==> src/rtl/alu_74181_seq.sv <==
// Slice-sequential 74181 ALU: one 4-bit slice reused LSB-first, carry and A=B held between slices.
// Latency WIDTH/4+1 cycles start-to-done; start is ignored unless IDLE, and ena low freezes all state.
// ALU_74181_SEQ_ACC_EN: acc_sel at start takes operand A from the current result f.
module alu_74181_seq #(
    parameter int WIDTH = 8
) (
    input  logic             clk,
    input  logic             rstb,
    input  logic             ena,
    input  logic             start,
    input  logic [WIDTH-1:0] a,
    input  logic [WIDTH-1:0] b,
    input  logic [3:0]       s,
    input  logic             m,
    input  logic             cn,
    input  logic             acc_sel,
    output logic             busy,
    output logic             done,
    output logic [WIDTH-1:0] f,
    output logic             cn_out,
    output logic             equal
);
    localparam int N  = WIDTH / 4;
    localparam int IW = (N > 1) ? $clog2(N) : 1;

    typedef enum logic [1:0] {IDLE, RUN, DONE} state_t;

    state_t           r_state;
    logic [IW-1:0]    r_idx;
    logic [WIDTH-1:0] r_a, r_b, r_shadow, r_f;
    logic [3:0]       r_s;
    logic             r_m, r_cn, r_eq, r_cn_out, r_equal, r_busy, r_done;

    logic [3:0]       w_a4, w_b4, w_p, w_g, w_f4;
    logic [4:0]       w_c;
    logic [WIDTH-1:0] w_a_src;

    // p/g form of the 74181: slice value is p + g + carry, logic mode forces every internal carry high.
    always_comb begin
        w_a4 = r_a[3:0];
        w_b4 = r_b[3:0];
        w_p  = w_a4 | (w_b4 & {4{r_s[0]}}) | (~w_b4 & {4{r_s[1]}});
        w_g  = (w_a4 & w_b4 & {4{r_s[3]}}) | (w_a4 & ~w_b4 & {4{r_s[2]}});
        w_c  = '0;
        w_c[0] = ~r_cn;
        for (int i = 0; i < 4; i++) begin
            w_c[i+1] = w_g[i] | (w_p[i] & w_c[i]);
        end
        w_f4 = (w_p & ~w_g) ^ (w_c[3:0] | {4{r_m}});
    end

`ifdef ALU_74181_SEQ_ACC_EN
    assign w_a_src = acc_sel ? r_f : a;
`else
    logic w_unused_acc_sel;
    assign w_unused_acc_sel = acc_sel;
    assign w_a_src = a;
`endif

    always_ff @(posedge clk or negedge rstb) begin
        if (!rstb) begin
            r_state  <= IDLE;
            r_idx    <= '0;
            r_a      <= '0;
            r_b      <= '0;
            r_shadow <= '0;
            r_s      <= '0;
            r_m      <= 1'b0;
            r_cn     <= 1'b1;
            r_eq     <= 1'b0;
            r_f      <= '0;
            r_cn_out <= 1'b1;
            r_equal  <= 1'b0;
            r_busy   <= 1'b0;
            r_done   <= 1'b0;
        end else if (ena) begin
            case (r_state)
                IDLE: begin
                    r_done <= 1'b0;
                    if (start) begin
                        r_a     <= w_a_src;
                        r_b     <= b;
                        r_s     <= s;
                        r_m     <= m;
                        r_cn    <= cn;
                        r_idx   <= '0;
                        r_eq    <= 1'b1;
                        r_busy  <= 1'b1;
                        r_state <= RUN;
                    end
                end
                RUN: begin
                    // Operands shift down so the active slice is always the low nibble.
                    r_shadow <= (r_shadow >> 4) | (WIDTH'(w_f4) << (WIDTH - 4));
                    r_a      <= r_a >> 4;
                    r_b      <= r_b >> 4;
                    r_cn     <= ~w_c[4];
                    r_eq     <= r_eq & (&w_f4);
                    r_idx    <= r_idx + IW'(1);
                    if (r_idx == IW'(N - 1)) begin
                        r_busy  <= 1'b0;
                        r_state <= DONE;
                    end
                end
                DONE: begin
                    r_f      <= r_shadow;
                    r_cn_out <= r_cn;
                    r_equal  <= r_eq;
                    r_done   <= 1'b1;
                    r_idx    <= '0;
                    r_state  <= IDLE;
                end
                default: r_state <= IDLE;
            endcase
        end
    end

    assign busy   = r_busy;
    assign done   = r_done;
    assign f      = r_f;
    assign cn_out = r_cn_out;
    assign equal  = r_equal;
endmodule

==> config.mk <==
export PLATFORM = sky130hd
export DESIGN_NAME = alu_74181_seq
export DESIGN_NICKNAME = d
export VERILOG_FILES = /design/src/rtl/alu_74181_seq.sv
export SDC_FILE = /design/constraint.sdc
export NUM_CORES = 1
export LEC_CHECK = 0
export ABC_AREA = 1
export CAP_MARGIN = 0
export CORE_MARGIN = 1
export CORE_UTILIZATION = 55
export DETAILED_ROUTE_END_ITERATION = 16
export GPL_TIMING_DRIVEN = 0
export PLACE_DENSITY = 0.83
export SKIP_CTS_REPAIR_TIMING = 1
export SLEW_MARGIN = 20
export SYNTH_ARGS = -nofsm -noshare
export SYNTH_HDL_FRONTEND = slang
export SYNTH_SLANG_ARGS = --single-unit
export TNS_END_PERCENT = 50
==> constraint.sdc <==
create_clock -name clk -period 2.4 [get_ports clk]
set_input_delay 0.36 -clock clk [delete_from_list [all_inputs] [get_ports clk]]
set_output_delay 0.36 -clock clk [all_outputs]
set_load 0.02 [all_outputs]
# Yosys cells after proc, flatten, opt, wreduce, memory -nomap -nowiden
# Cells that the tools add are included.
# Widths: inputs -> output; s select.
# word_totals
ff_bits	46
elab_cells	74
out_inout_bits	12
# op_classes
bitwise	26
n_eq_ne	4
muxes	16
reduce_logical	13
n_addsub	1
# op_table
op	count
$pmux 8 s2	2
$and 4x4->4	7
$mux 8	2
$or 4x4->4	4
$reduce_and 3->1	4
$not 4->4	2
$or 4x8->8	1
$pmux 1 s2	4
$reduce_and 4->1	2
$reduce_and 2->1	3
$and 1x1->1	5
$mux 1	4
$mux 2	2
$ne 2x2->1 const B	2
$or 1x1->1	4
$pmux 2 s2	1
$reduce_bool 2->1	2
$xor 4x4->4	1
$pmux 1 s3	1
$reduce_bool 3->1	1
$eq 2x1->1 const B	1
$eq 2x2->1 const B	1
$logic_not 2->1	1
$not 1->1	2
$add 1x1->1 const B	1

# Depth between registers and ports, before layout
# Gate-level depths: netlist (run 1).
# logic_depth
word_depth	14
ltp_mapped	14
mapped_depth_nobuf	14

# Worst setup path before layout (run 1)
# No wires, ideal clock.
# synth_timing
path_type	flip-flop to flip-flop
start	reg r_b[0]
end	reg r_eq
path_slack_ps	1111
required_ps	2280
t_arrival_ps	1169
stages_incl_launch_ff	15
n_path_buf	0
synth_period_minus_slack_ps	1289
cell_sequence	dfrtp_1 inv_1 nand2_1 nand3_2 nand2_2 nand2_1 nand2_2 nand2_2 nand2_2 nand3_1 nand2_1 nand3_1 nand2_1 nand2_1 nand2_1
# synth_via
elab_chain_cells	14
# synth_rtl
element	line_no	rtl
start, declared	30	logic [WIDTH-1:0] r_a, r_b, r_shadow, r_f;
start signal, assigned	96	r_b <= r_b >> 4;
$and 4x4->4 / $not 4->4 (equally long branches)	42, 43	
$or 4x4->4, or another cell as far along	42	w_p = w_a4 | (w_b4 & {4{r_s[0]}}) | (~w_b4 & {4{r_s[1]}});
$or 4x4->4 / $and 4x4->4 (equally long branches)	42, 43	
$and 1x1->1 / $or 4x4->4 (equally long branches)	47, 43	
$or 1x1->1	47	w_c[i+1] = w_g[i] | (w_p[i] & w_c[i]);
$and 1x1->1	47	
$or 1x1->1	47	
$and 1x1->1	47	
$or 1x1->1	47	
$or 4x4->4	49	w_f4 = (w_p & ~w_g) ^ (w_c[3:0] | {4{r_m}});
$xor 4x4->4 (*)	49	
$reduce_and 4->1 (*)	98	r_eq <= r_eq & (&w_f4);
$and 1x1->1 (*)	98	
$pmux 1 s2 (*)	77	case (r_state)
end signal, assigned	98	
end, declared	32	logic r_m, r_cn, r_eq, r_cn_out, r_equal, r_busy, r_done;
# Every way passes the cells marked *; elsewhere a longest branch is shown, timed or not.
# A chain may end at the register's enable or synchronous reset.

# Worst setup path in the final report (run 1)
# layout_timing
start	reg r_cn_out (netlist: cn_out)
end	out cn_out
# layout_lines
element	line_no	rtl
start, declared	32	
start signal, assigned	107	r_cn_out <= r_cn;
end, declared	20	output logic cn_out,
# No word-level cell between the ends.

==> results of run 1 <==
==> cells in the final DEF, fill, tap and decap left out, drive strengths merged <==
master / count
dfrtp: 44
nand3: 18
o211ai: 4
o22ai: 5
o21a: 1
nor3: 1
nand2: 54
clkbuf: 12
o21ai: 43
nand4: 2
a21oi: 7
clkdlybuf4s50: 36
mux2: 4
inv: 32
nor2: 17
buf: 6
dfstp: 2
a31oi: 1
xor2: 1
==> state kept, by name, indices dropped and copies added, names as in the netlist <==
name / flops
busy: 1
cn_out: 1
done: 1
equal: 1
f: 8
r_a: 8
r_b: 8
r_cn: 1
r_eq: 1
r_idx: 1
r_m: 1
r_s: 4
r_shadow: 8
r_state: 2
==> where the power goes <==
part           switching, mW  leakage (nW)  internal (mW)  total, mW
combinational          0.950         0.621          0.628       1.58
sequential             0.225         0.570           1.15       1.37
clock                  0.239        0.0395          0.207      0.446
total                   1.41          1.23           1.98       3.40
==> layout make-up <==
type / count / area [µm²] / area share (%)
flip-flops and latches: 46 / 1150 / 44.0
multi-input cells: 158 / 781 / 29.8
repair buffers: 38 / 385 / 14.7
inverters: 32 / 120 / 4.58
clock buffers: 8 / 80.1 / 3.05
well taps: 48 / 60.1 / 2.29
plain buffers: 8 / 41.3 / 1.58
==> stage by stage <==
stage / total power [mW] / cells
floorplan: 2.44 / 244
global placement: 2.88 / 329
detailed placement: 2.96 / 330
CTS: 3.41 / 338
global route: 3.70 / 338
finish: 3.40 / 338
==> logic make-up after synthesis <==
kind of cell    synth area share, %
compound gates                 15.5
xor+xnor                      0.418
buf+inv                        7.70
flops                          55.0
mux                            2.15
simple gates                   19.2
==> worst max path at each step <==
stage	end	slack, ns	cells after the start
after detailed placement	r_a[7]$_DFFE_PN0P_	0.45	7
final	cn_out	0.61	1
after CTS	cn_out	0.60	1
after global routing	cn_out	0.58	1
after floorplan	r_eq$_DFFE_PN0P_	1.11	14
after global placement	r_a[6]$_DFFE_PN0P_	-0.24	1
==> layer usage <==
| metal | up-vias | global-route usage, % |
|---|---|---|
| met3 | 5 | 5.00 |
| li1 | 889 | - |
| met1 | 823 | 29.4 |
| met4 | 0 | 8.52 |
| met5 | - | 0 |
| met2 | 41 | 42.7 |
==> results.yml, run 1 <==
floorplanning:
  die_w_um: 63.7
  dieArea_um2: 4060
  ios: 39
  row_count: 22
  die_h_um: 63.7
  start_util_pct: 57.2
  core_area_um2: 3660
global_routing:
  antenna_found_initial: 0
  grt_max_degree: 32
  grt_pass1_wl_mm: 7.53
  grt_pass1_vias: 1744
  gr-total-overflow: 0
  grt_usage_pct: 24.3
timing:
  hold_viol: 15
  postLayoutSetupSlackWorst_ns: 0.611
  finalSetupViolCount: 0
  min_period_ns: 1.79
  slew_viol_final: 0
  tightest_slew_ns: 0.471
  final.period_utilization_pct: 74.6
  holdWs_ns: -0.0239
  relSlewSlack_pct: 68.6
  skew_ns: 0.00536
  finalSetupTns_ns: 0
  rsz0062_at_grt: "no"
  fmax_ghz: 0.559
logic_synthesis:
  ys_ff_latch: 46
  synth_edf_count: 0
  synth_common_cells: "nand2_1, dfrtp_1, o21ai_0"
  synth_top_area_share_pct: 52.5
  syn-cell-area_um2: 2100
  ys_dominant_reg_cell: "dfrtp_1"
  synth_top_area_cell: "dfrtp_1"
  synthTopCellsByArea: "dfrtp_1, o21ai_0, nand2_1"
  yosysUniqueCellTypes: 24
  synth_area_per_cell_um2: 8.59
  syn_nets: 271
  synth-seq-area-share_pct: 55.0
  synthCells: 244
  synth_warnings: 0
  synth.most_common_cell: "nand2_1"
  synthArstFlopShare_pct: 100
clocking:
  clockBufferDepth: 2
  worstSkewPairLatency_ns: 0.29
  cts_tree: "done"
  htreeDepth: 2
  cts.sinks: 46
  path_clk_slew_ns: 0.08
  cts_buffers: 5
  root_buffer: "clkbuf_8"
place:
  post-place-ws_ns: 0.451
  io_buffers: 37
  gp_congestion: 0.830
  dp_hpwl_mm: 3.18
  dpl_cell_area_um2: 2540
detailed_routing:
  wl_met2_mm: 2.15
  drtAntennaViolNets: 0
  wl_met1_mm: 1.84
  top_layer_used: "met4"
  detail_route.vias_per_cell: 5.20
  dr.pass1.iters: 4
  drc: 0
  vias: 1758
  wirelength_mm: 4.23
  dr_wl_met3_um: 181
  drtIter0Drc: 98
  avgRoutedWirePerCell_um: 12.5
critical_path:
  worst-r2r-setup-slack_ns: 0.87
  cp-startpoint: "cn_out$_DFFE_PN1P_"
  cp-end-kind: "primary output"
  cp.required_ns: 2.04
  crit_type: "flop to primary output"
  crit_path_max_incr_delay_ns: 0.59
  path_buf_inv: 1
  reg2reg_depth: 5
  cp_top_family: "buffers and inverters"
  r2r_start: "r_state[1]$_DFFE_PN0P_"
  worstPathArrival_ns: 1.43
  reg2reg_to: "r_a[7]$_DFFE_PN0P_"
  critPathMaxFanout: 2
  start_kind: "flop"
  cp_slowest_cell: "clkdlybuf4s50_1"
  crit_chain: "clkdlybuf4s50_1"
finish:
  area_growth_pct: 25.1
  layout-drive-gt1-share_pct: 9.31
  final.fill_count: 312
  final_core_util_pct: 71.6
  num_antenna_cells: 0
  fin_area_um2: 2620
  fin_nets: 316
worst_hold_path:
  hp-class: "input port to async pin"
outcome:
  status: "finished, violations left"
  violations: "negative hold slack"
pwr:
  power_density_nw_per_um2: 1300
  ir_drop_v: 0.000685
  leakage_nw: 1.23
run:
  drv_cap: 0
Power figures use the tool's default switching activity.
==> run 2, diff against run 1 <==
--- a/config.mk
+++ b/config.mk
@@ -8,10 +8,10 @@
 export ABC_AREA = 1
 export CAP_MARGIN = 0
 export CORE_MARGIN = 1
-export CORE_UTILIZATION = 55
+export CORE_UTILIZATION = 51
 export DETAILED_ROUTE_END_ITERATION = 16
 export GPL_TIMING_DRIVEN = 0
-export PLACE_DENSITY = 0.83
+export PLACE_DENSITY = 0.78
 export SKIP_CTS_REPAIR_TIMING = 1
 export SLEW_MARGIN = 20
 export SYNTH_ARGS = -nofsm -noshare
==> constraint.sdc (replaced) <==
create_clock -name clk -period 1.8 [get_ports clk]
set_input_delay 0.27 -clock clk [delete_from_list [all_inputs] [get_ports clk]]
set_output_delay 0.27 -clock clk [all_outputs]
set_load 0.02 [all_outputs]
==> run 2 against run 1 <==
  * The run now ends clean
  * Setup slack worse by 0.51 ns
  * Register-to-register slack worse by 0.56 ns
  * Flip-flop and latch count stayed put
  * Critical endpoint unchanged
  * Critical path depth stayed put
  * Die area is 7.6% higher
  * Sequential power is 33% higher
  * Sequential share of layout area is 0.60 points lower
  * Largest cell class unchanged
==> results.yml, run 2 (synthesis gave the netlist of run 1 again) <==
floorplanning:
  die_h_um: 66.1
  core_area_um2: 3800
  die_w_um: 66.1
  row_count: 22
  ios: 39
  start_util_pct: 55.2
  dieArea_um2: 4370
clocking:
  root_buffer: "clkbuf_8"
  cts.sinks: 46
  worstSkewPairLatency_ns: 0.30
  cts_tree: "done"
  path_clk_slew_ns: 0.08
  htreeDepth: 2
  cts_buffers: 5
  clockBufferDepth: 2
critical_path:
  worstPathArrival_ns: 1.43
  path_buf_inv: 1
  cp_slowest_cell: "clkdlybuf4s50_1"
  cp-end-kind: "primary output"
  crit_type: "flop to primary output"
  crit_chain: "clkdlybuf4s50_1"
  cp-startpoint: "cn_out$_DFFE_PN1P_"
  cp.required_ns: 1.53
  start_kind: "flop"
  r2r_start: "r_state[0]$_DFFE_PN0P_"
  crit_path_max_incr_delay_ns: 0.59
  critPathMaxFanout: 2
  cp_top_family: "buffers and inverters"
timing:
  finalSetupTns_ns: 0
  slew_viol_final: 0
  tightest_slew_ns: 0.486
  fmax_ghz: 0.589
  final.period_utilization_pct: 94.4
  relSlewSlack_pct: 67.6
  min_period_ns: 1.70
  skew_ns: 0.00560
  hold_viol: 0
  finalSetupViolCount: 0
  rsz0062_at_grt: "no"
finish:
  layout-drive-gt1-share_pct: 9.62
  area_growth_pct: 26.8
  num_antenna_cells: 0
  layout_common_cells: "nand2_1, dfrtp_1, o21ai_0, clkdlybuf4s50_1, inv_1"
  final_core_util_pct: 70.0
  layout_commonest_cell: "nand2_1"
  fin_nets: 317
pwr:
  ir_drop_v: 0.000987
  power_density_nw_per_um2: 1750
  leakage_nw: 1.25
  power_mw: 4.65
detailed_routing:
  drtIter0Drc: 99
  detail_route.vias_per_cell: 5.06
  dr.pass1.iters: 4
  drc: 0
  avgRoutedWirePerCell_um: 12.1
  drtAntennaViolNets: 0
  vias: 1715
  wirelength_mm: 4.11
global_routing:
  use_met2_pct: 37.8
  grt_usage_pct: 22.1
  antenna_found_initial: 0
  grt_max_degree: 27
  busiest_layer: "met2"
  grt_pass1_wl_mm: 7.09
  gr-total-overflow: 0
  grt_pass1_vias: 1632
  grt_use_met3_pct: 7.24
  globalRouteMet1Util_pct: 26.0
place:
  dp_hpwl_mm: 3.13
  gp_congestion: 0.842
  io_buffers: 37
worst_hold_path:
  hp-class: "input port to async pin"
run:
  drv_cap: 0
outcome:
  status: "finished clean"
[run 2: worst paths after layout]
path	end	slack (ns)	cells after the start
worst max-delay path	cn_out	0.10	1
worst min-delay path	f[3]$_DFFE_PN0P_	0.46	2
worst max register to register	r_s[3]$_DFFE_PN0P_	0.31	6
worst min register to register	f[7]$_DFFE_PN0P_	0.48	2
max in group asynchronous	r_a[0]$_DFFE_PN0P_	0.84	3
min in group clk	f[7]$_DFFE_PN0P_	0.48	2
[run 2: final cells by class]
class	count	area, µm²
repair buffers	39	395
inverters	32	120
clock inverters	1	30.0
multi-input cells	158	781
fillers	329	1140
clock buffers	7	76.3
plain buffers	8	41.3
well taps	48	60.1
flip-flops and latches	46	1150
[run 2: routing by layer]
layer / vias up / part of all wire, % / wire [µm]
li1: 886 / - / -
met1: 783 / 46 / 1880
met2: 40 / 49 / 2020
met5: - / 0 / 0
met3: 6 / 3.8 / 155
met4: 0 / 1.3 / 53
[run 2: per-stage QoR]
stage,area [µm²],setup slack [ns],instances,hold WS [ns]
2_1_floorplan,2100,0.511,244,-0.0256
3_5_place_dp,2540,-0.0375,330,0.253
4_1_cts,2650,0.0908,338,-0.0713
6_report,2660,0.101,339,0.457
5_1_grt,2660,0.0568,339,0.488
3_3_place_gp,2530,-0.773,329,0.459
[run 2: report_power, final]
| group | switching, mW | total [mW] | internal (mW) |
|---|---|---|---|
| Sequential | 0.285 | 1.82 | 1.53 |
| Combinational | 1.26 | 2.10 | 0.839 |
| Clock | 0.326 | 0.741 | 0.415 |
| Total | 1.87 | 4.65 | 2.79 |
